--- src/rtl/digit_serial_addsub_pkg.sv ---
// digit_serial_addsub_pkg: state encoding and parameter helpers shared by the digit-serial add/sub
package digit_serial_addsub_pkg;
  typedef enum logic {IDLE, RUN} state_t;
  function automatic int ndig(input int width, input int digit);
    return width / digit;
  endfunction
  function automatic int cnt_w(input int n);
    return n > 1 ? $clog2(n) : 1;
  endfunction
  function automatic bit legal(input int width, input int digit);
    return digit >= 1 && digit <= width && width % digit == 0;
  endfunction
endpackage

--- src/rtl/digit_serial_addsub_if.sv ---
// digit_serial_addsub_if: start/busy/done handshake with operand and result bus
interface digit_serial_addsub_if #(parameter int WIDTH = 16);
  logic start, M, busy, done, Co, OV;
  logic [WIDTH-1:0] A, B, S;
  modport master(output start, A, B, M, input busy, done, S, Co, OV);
  modport slave(input start, A, B, M, output busy, done, S, Co, OV);
endinterface

--- src/rtl/addsub_digit.sv ---
// addsub_digit: combinational DIGIT-bit ripple slice; b_d arrives already inverted for subtract
module addsub_digit #(parameter int DIGIT = 4) (
  input  logic [DIGIT-1:0] a_d,
  input  logic [DIGIT-1:0] b_d,
  input  logic             cin,
  output logic [DIGIT-1:0] s_d,
  output logic             cout,
  output logic             c_msb_in
);
  logic [DIGIT:0] c;
  assign c[0] = cin;
  for (genvar i = 0; i < DIGIT; i++) begin : g_fa
    assign s_d[i] = a_d[i] ^ b_d[i] ^ c[i];
    assign c[i+1] = (a_d[i] & b_d[i]) | (c[i] & (a_d[i] ^ b_d[i]));
  end
  assign cout = c[DIGIT];
  assign c_msb_in = c[DIGIT-1];
endmodule

--- src/rtl/digit_serial_addsub.sv ---
// digit_serial_addsub: two's-complement add/sub computing DIGIT bits per clock over WIDTH/DIGIT cycles
module digit_serial_addsub
  import digit_serial_addsub_pkg::*;
#(
  parameter int WIDTH = 16,
  parameter int DIGIT = 4
) (
  input logic                 clk,
  input logic                 rst_n,
  digit_serial_addsub_if.slave bus
);
  localparam int NDIG = ndig(WIDTH, DIGIT);
  localparam int CW = cnt_w(NDIG);
  if (!legal(WIDTH, DIGIT)) begin : g_bad
    $error("digit_serial_addsub: WIDTH must be a positive multiple of DIGIT");
  end
  state_t state, state_n;
  logic [WIDTH-1:0] a_r, b_r;
  logic c_r, cout, c_msb_in, last;
  logic [CW-1:0] k;
  logic [DIGIT-1:0] s_d;
  addsub_digit #(.DIGIT(DIGIT)) u_slice (
    .a_d(a_r[k*DIGIT +: DIGIT]),
    .b_d(b_r[k*DIGIT +: DIGIT]),
    .cin(c_r),
    .s_d(s_d),
    .cout(cout),
    .c_msb_in(c_msb_in)
  );
  assign last = k == CW'(NDIG - 1);
  assign bus.busy = state == RUN;
  always_comb state_n = state == IDLE ? (bus.start ? RUN : IDLE) : (last ? IDLE : RUN);
  always_ff @(posedge clk or negedge rst_n)
    if (!rst_n) state <= IDLE;
    else state <= state_n;
  always_ff @(posedge clk or negedge rst_n) begin
    if (!rst_n) begin
      a_r <= '0;
      b_r <= '0;
      c_r <= 1'b0;
      k <= '0;
      bus.S <= '0;
      bus.Co <= 1'b0;
      bus.OV <= 1'b0;
      bus.done <= 1'b0;
    end else begin
      bus.done <= 1'b0;
      if (state == IDLE && bus.start) begin
        a_r <= bus.A;
        b_r <= bus.B ^ {WIDTH{bus.M}};
        c_r <= bus.M;
        k <= '0;
      end else if (state == RUN) begin
        bus.S[k*DIGIT +: DIGIT] <= s_d;
        c_r <= cout;
        k <= last ? '0 : k + 1'b1;
        if (last) begin
          bus.Co <= cout;
          bus.OV <= c_msb_in ^ cout;
          bus.done <= 1'b1;
        end
      end
    end
  end
endmodule

--- src/flat_wrapper.sv ---
// flat-port wrapper written by rule: the top's interface ports become plain ports
module digit_serial_addsub_flat import digit_serial_addsub_pkg::*;
#(
  parameter int WIDTH = 16,
  parameter int DIGIT = 4
)
  (clk, rst_n, bus_start, bus_A, bus_B, bus_M, bus_busy, bus_done, bus_S, bus_Co, bus_OV);
  digit_serial_addsub_if #(.WIDTH(WIDTH)) bus_i ();
  input logic clk;
  input logic rst_n;
  input wire logic [$bits(bus_i.start)-1:0] bus_start;
  input wire logic [$bits(bus_i.A)-1:0] bus_A;
  input wire logic [$bits(bus_i.B)-1:0] bus_B;
  input wire logic [$bits(bus_i.M)-1:0] bus_M;
  output wire logic [$bits(bus_i.busy)-1:0] bus_busy;
  output wire logic [$bits(bus_i.done)-1:0] bus_done;
  output wire logic [$bits(bus_i.S)-1:0] bus_S;
  output wire logic [$bits(bus_i.Co)-1:0] bus_Co;
  output wire logic [$bits(bus_i.OV)-1:0] bus_OV;
  assign bus_i.start = bus_start;
  assign bus_i.A = bus_A;
  assign bus_i.B = bus_B;
  assign bus_i.M = bus_M;
  assign bus_busy = bus_i.busy;
  assign bus_done = bus_i.done;
  assign bus_S = bus_i.S;
  assign bus_Co = bus_i.Co;
  assign bus_OV = bus_i.OV;
  digit_serial_addsub #(.WIDTH(WIDTH), .DIGIT(DIGIT)) u_core (.clk(clk), .rst_n(rst_n), .bus(bus_i));
endmodule
--- config.mk ---
export PLATFORM = sky130hd
export DESIGN_NAME = digit_serial_addsub_flat
export DESIGN_NICKNAME = d
export VERILOG_FILES = /design/src/rtl/digit_serial_addsub_pkg.sv /design/src/rtl/digit_serial_addsub_if.sv /design/src/rtl/addsub_digit.sv /design/src/rtl/digit_serial_addsub.sv /design/src/flat_wrapper.sv
export SDC_FILE = /design/constraint.sdc
export NUM_CORES = 1
export LEC_CHECK = 0
export CAP_MARGIN = 20
export CORE_MARGIN = 2
export CORE_UTILIZATION = 40
export CTS_CLUSTER_DIAMETER = 50
export DETAILED_ROUTE_END_ITERATION = 8
export DONT_BUFFER_PORTS = 1
export SYNTH_ARGS = -nofsm -noshare
export SYNTH_HDL_FRONTEND = slang
export SYNTH_HIERARCHICAL = 1
export SYNTH_SLANG_ARGS = --single-unit
export TNS_END_PERCENT = 5
--- constraint.sdc ---
create_clock -name clk -period 4.24 [get_ports clk]
set_clock_uncertainty 0.2 [all_clocks]
set_input_delay 0.424 -clock clk [delete_from_list [all_inputs] [get_ports clk]]
set_output_delay 0.424 -clock clk [all_outputs]
set_load 0.01 [all_outputs]
After elaboration in Yosys (flattened, before gate mapping)
Index checks and enable logic that the tools add are counted.
W data, S select, Z words.
{"block": "classes", "add_sub_neg": 2, "n_eq_ne": 1, "shifts": 4, "n_mux": 12, "n_bitwise": 24, "n_reduce_logical": 4}
{"op": "$neg A4 Y34", "n": 1}
{"op": "$shift A4 B34 Y16 const A", "n": 1}
{"op": "$shiftx A4 B34 Y16", "n": 1}
{"op": "$shiftx A16 B5 Y4", "n": 2}
{"op": "$bwmux W16", "n": 1}
{"op": "$xor A16 B16 Y16", "n": 1}
{"op": "$xor A1 B1 Y1", "n": 9}
{"op": "$and A1 B1 Y1", "n": 8}
{"op": "$mux W1", "n": 8}
{"op": "$mux W2", "n": 3}
{"op": "$or A1 B1 Y1", "n": 4}
{"op": "$reduce_and A3 Y1", "n": 1}
{"op": "$add A2 B1 Y2 const B", "n": 1}
{"op": "$eq A2 B2 Y1 const B", "n": 1}
{"op": "$not A1 Y1", "n": 2}
{"op": "$reduce_and A2 Y1", "n": 1}
{"op": "$reduce_bool A2 Y1", "n": 1}
{"op": "$logic_and A1 B1 Y1", "n": 1}
{"block": "totals", "regBits": 55, "in_bits": 36, "out_inout_bits": 20, "wordCells": 56}

Depth between registers and ports, before layout
{"block": "logic_depth", "word_depth": 12, "ltp_mapped": 10, "depth_no_buf": 9}

Hierarchy
Netlist, hierarchy kept.
{"module": "digit_serial_addsub", "n_inst": 1, "cells_per_inst": 176, "area_per_inst_um2": 2736.4, "seq_area_each_um2": 1376.3}
{"module": "addsub_digit", "n_inst": 1, "cells_per_inst": 12, "area_per_inst_um2": 110.1, "seq_area_each_um2": 0.0}

Least setup slack after synthesis
No wires, ideal clock.
{"block": "synth_timing", "kind": "reg2reg", "startpoint": "reg u_core.k[0]", "endpoint": "reg u_core.bus.OV", "setup_time_ps": 125, "arrival_ps": 2822, "required_ps": 3915, "setup_slack_ps": 1093, "stages_incl_launch_ff": 11, "n_path_buf": 1, "period_less_slack_ps": 3147, "path_cell_list": "dfrtp_1 -> buf_6 -> mux4_1 -> fa_1 -> inv_1 -> fa_1 -> fa_1 -> inv_1 -> fa_1 -> xor2_1 -> mux2_2"}
{"block": "synth_between", "elab_chain_len": 11, "word_cells_on_any_way": 21, "cone_classes": "eq/ne (1); shift (2); bitwise (17); reduce/logical (1)"}
{"item": "from (decl)", "line": "digit_serial_addsub.sv:20", "source": "logic [CW-1:0] k;"}
{"item": "from (signal assigned)", "line": "digit_serial_addsub.sv:56", "source": "k <= last ? '0 : k + 1'b1;"}
{"item": "$shiftx A16 B5 Y4, on equally long branches", "line": "digit_serial_addsub.sv:23, digit_serial_addsub.sv:24"}
{"item": "$xor A1 B1 Y1", "line": "addsub_digit.sv:14", "source": "assign c[i+1] = (a_d[i] & b_d[i]) | (c[i] & (a_d[i] ^ b_d[i]));"}
{"item": "$and A1 B1 Y1", "line": "addsub_digit.sv:14"}
{"item": "$or A1 B1 Y1", "line": "addsub_digit.sv:14"}
{"item": "$and A1 B1 Y1", "line": "addsub_digit.sv:14"}
{"item": "$or A1 B1 Y1", "line": "addsub_digit.sv:14"}
{"item": "$and A1 B1 Y1", "line": "addsub_digit.sv:14"}
{"item": "$or A1 B1 Y1 (*)", "line": "addsub_digit.sv:14"}
{"item": "via u_core.c_msb_in", "line": "digit_serial_addsub.sv:19", "source": "logic c_r, cout, c_msb_in, last;"}
{"item": "$and A1 B1 Y1 (*)", "line": "addsub_digit.sv:14"}
{"item": "$or A1 B1 Y1 (*)", "line": "addsub_digit.sv:14"}
{"item": "via u_core.cout", "line": "digit_serial_addsub.sv:19"}
{"item": "$xor A1 B1 Y1 (*)", "line": "digit_serial_addsub.sv:59", "source": "bus.OV <= c_msb_in ^ cout;"}
{"item": "to (signal assigned)", "line": "digit_serial_addsub.sv:59"}
{"item": "to (decl)", "line": "digit_serial_addsub_if.sv:6", "source": "modport slave(input start, A, B, M, output busy, done, S, Co, OV);"}
Mark *: on every way through the listed nets, which the timed path passes. The rest lies on a longest branch.
A chain may end at the register's enable or synchronous reset.

Worst setup path after layout
Ends and elaborated chain as after synthesis.

==> summary.md <==
| Metric | Value |
|---|---|
| DRC Markers | 0 |
| Area leader, netlist | dfrtp_1 |
| Fillers | 630 |
| Main synth FF type | dfrtp_1 |
| Multi-input logic area | 1330 µm² |
| Slew Viols, Final | 0 |
| 1st-iter DRT viols | 118 |
| Endpoint class of the critical path | flip-flop |
| Dpl hpwl | 3.87 mm |
| Asr flop ratio synth | 100% |
| Initial antenna violation count | 0 |
| # rows | 30 |
| Synthesized area | 2850 µm² |
| Slew margin rel. | 56.4% |
| Layout cell share with drive strength beyond 1 | 25.3% |
| Lkg Pwr | 0.00136 µW |
| CTS clock-pin slew for the worst setup and hold paths | 0.09 ns |
| Drt total wl | 5.29 mm |
| GP Congestion | 0.758 |
| Synth-to-Final Area Change | 6.33% |
| Final setup viols | 0 |
| Worst path cell trace | mux4_1, fa_1, inv_1, fa_1, fa_1, inv_1, fa_1, xor2_1, mux2_2 |
| Final Critical Period | 3.19 ns |
| Cell variety after synth | 30 |
| Root Buffer | clkbuf_8 |
| Reg2Reg Launch Point | u_core/k[0] |
| Total area of sequential cells | 1380 µm² |
| Seq/Total Area, Yosys | 48.4% |
| Vias in the first global route | 1623 |
| Final worst setup slack | 1.05 ns |
| Total vias in the final route | 1478 |
| EDFF count, synth | 0 |
| Antenna Violating Nets Remaining | 0 |
| Type of the worst setup path | reg2reg |
| Via density | 5.17 |
| Worst Path Buf+Inv | 2 |
| Yosys reg bits | 55 |
| Worst vdd ir | 0.000301 V |
| Die Ht | 88.4 µm |
| R2R depth | 9 |
| Gr ovfl total | 0 |
| Buffers on Ports | 0 |
| Placeable Area | 6830 µm² |
| Fmax achieved | 0.313 GHz |
| Ports | 56 |
| Hold endpoint | u_core/a_r[5] |
| Largest cells by area after synthesis | dfrtp_1 (48%), mux2_4 (15%), mux4_1 (7.4%) |
| Hold Path Class | in2reg |
| WP data required | 4.23 ns |
| Setup TNS | 0 ns |
| Nets | 234 |
| PostCTS Resize Cnt | 0 |
| Hold path depth | 1 |
| Setup crit start kind | flip-flop |
| CTS tree | yes |
| First-pass detailed-route iteration total | 4 |
| Overall Global Routing Usage | 14.4% |
| Family with the most delay on the worst path | adder cells |
| Post-place setup slack | 1.06 ns |
| Die width | 88.4 µm |
| Share of the synthesized area in the top cell type | 48.4% |
| Syn. warnings | 6 |
| Synthesized area per cell | 15.1 µm² |
| Final Hold Viols | 0 |
| H-tree levels | 2 |
| Worst R2R End | u_core/bus.OV |
| Most frequent CP cell | fa_1 |
| Post-Synthesis Cells | 188 |
| Status | complete, no violations |
| Max-cap viol count | 0 |
| Worst path max stage delay | 0.61 ns |
| Least-Margin Pin Slew | 0.655 ns |
| Die ar. | 7810 µm² |
| Worst path depth | 9 |
| CTS Buffer Depth | 2 |
| CP max-delay cell | mux4_1 |
| Initial Util | 41.7% |
| # clock sinks | 55 |
| Cell Pwr Density | 835 nW/µm² |
| Cts bufs inserted | 5 |
| CP arrival | 3.18 ns |
| Startpoint of the worst hold path | bus_A[5] |
| DR WL/cell | 18.5 µm |
| Syn Nets | 233 |
| Worst-path fanout max | 4 |
| Part of the cycle the worst path needs | 75.3% |
| Global-route wire length before repair | 8.45 mm |
| Reg2reg setup slack | 1.05 ns |
| RSZ-0062 raised after global routing | no |
| Skew-Pair Late Insertion Delay | 0.31 ns |
| Antenna diodes | 0 |
| Largest net degree at the start of global routing | 56 |
==> worst register-to-register path, cell delays in order, from the launching register on <==
cell     delay (ns)
dfrtp_1        0.43
mux4_1         0.61
fa_1           0.43
inv_1          0.08
fa_1           0.17
fa_1           0.16
inv_1          0.08
fa_1           0.49
xor2_1         0.18
mux2_2         0.25
==> final cells by class <==
cell class / instances / share of cell area, %
Clock inverter: 3 / 0.496
Clock buffer: 5 / 2.27
Tap cell: 96 / 3.97
Timing Repair Buffer: 5 / 2.48
Inverter: 11 / 1.36
Sequential cell: 55 / 45.5
Multi-Input combinational cell: 111 / 43.9
==> cells in the mapped netlist (5+ instances only) <==
cell / number
dfrtp_1: 55
o2bb2ai_1: 8
buf_6: 5
mux2_4: 29
a32o_1: 8
inv_1: 11
mux2_2: 5
xor2_1: 17
nand2_1: 6
ha_1: 5
mux4_1: 8
==> per-stage QoR <==
stage               std cells  area [µm²]  power, µW  hold slack [ns]  utilization, %
floorplan                 188        2850       1960          -0.0716               -
global placement          274        2880       2200          -0.0696            42.1
detailed placement        275        2900       2250          -0.0686            42.4
CTS                       286        3030       2540           0.0543            44.3
global route              286        3030       2700           0.0466            44.3
finish                    286        3030       2530           0.0625            44.3
==> worst max path at each step <==
stage | from | to | slack (ns)
after floorplan | u_core/k[0] | u_core/bus.OV | 1.09
after global placement | u_core/k[0] | u_core/bus.OV | 1.11
after detailed placement | u_core/k[0] | u_core/bus.OV | 1.06
after CTS | u_core/k[0] | u_core/bus.OV | 1.05
after global routing | u_core/k[0] | u_core/bus.OV | 0.95
final | u_core/k[0] | u_core/bus.OV | 1.05
==> kinds of logic after synthesis <==
logic type      after synthesis  share of synthesized area [%]
fa+ha+maj                     9                           5.01
flops                        55                           48.4
simple gates                 23                           5.27
mux                          43                           25.0
compound gates               19                           5.93
xor+xnor                     17                           5.23
buf+inv                      22                           5.19
==> state kept, by name, summed over array words and instances, names as in the netlist <==
name             flops
u_core/a_r          16
u_core/b_r          16
u_core/bus.Co        1
u_core/bus.OV        1
u_core/bus.S        16
u_core/bus.busy      1
u_core/bus.done      1
u_core/c_r           1
u_core/k             2
==> repair_timing <==
action,in CTS,in global routing
hold buffers,3,0
buffers inserted,0,0
hold endpoints to repair,56,0
==> cells in the final DEF (no fill, tap or decap), types with 2 or more instances in the layout <==
master         instances
xor2_1                17
or2b_1                 2
dfrtp_1               55
nand2_1                6
mux2_4                29
o2bb2ai_1              8
inv_1                 11
ha_1                   5
fa_1                   4
dlygate4sd3_1          2
nand4b_1               4
clkbuf_8               5
a32o_1                 8
clkinv_2               3
mux4_1                 8
mux2_2                 5
nand3_1                4
==> report_power, final <==
part	internal, µW	switching, µW	total (µW)
registers	766	223	989
logic	644	615	1260
clock network	114	164	277
total	1520	1000	2530
==> routing by layer <==
layer,global-route usage [%],wire (µm),vias up
li1,-,-,682
met1,18.6,2350,749
met2,23.4,2570,43
met3,4.10,289,4
met4,4.68,73,0
met5,0,0,-
No activity file was read; power rests on OpenSTA's default activity.
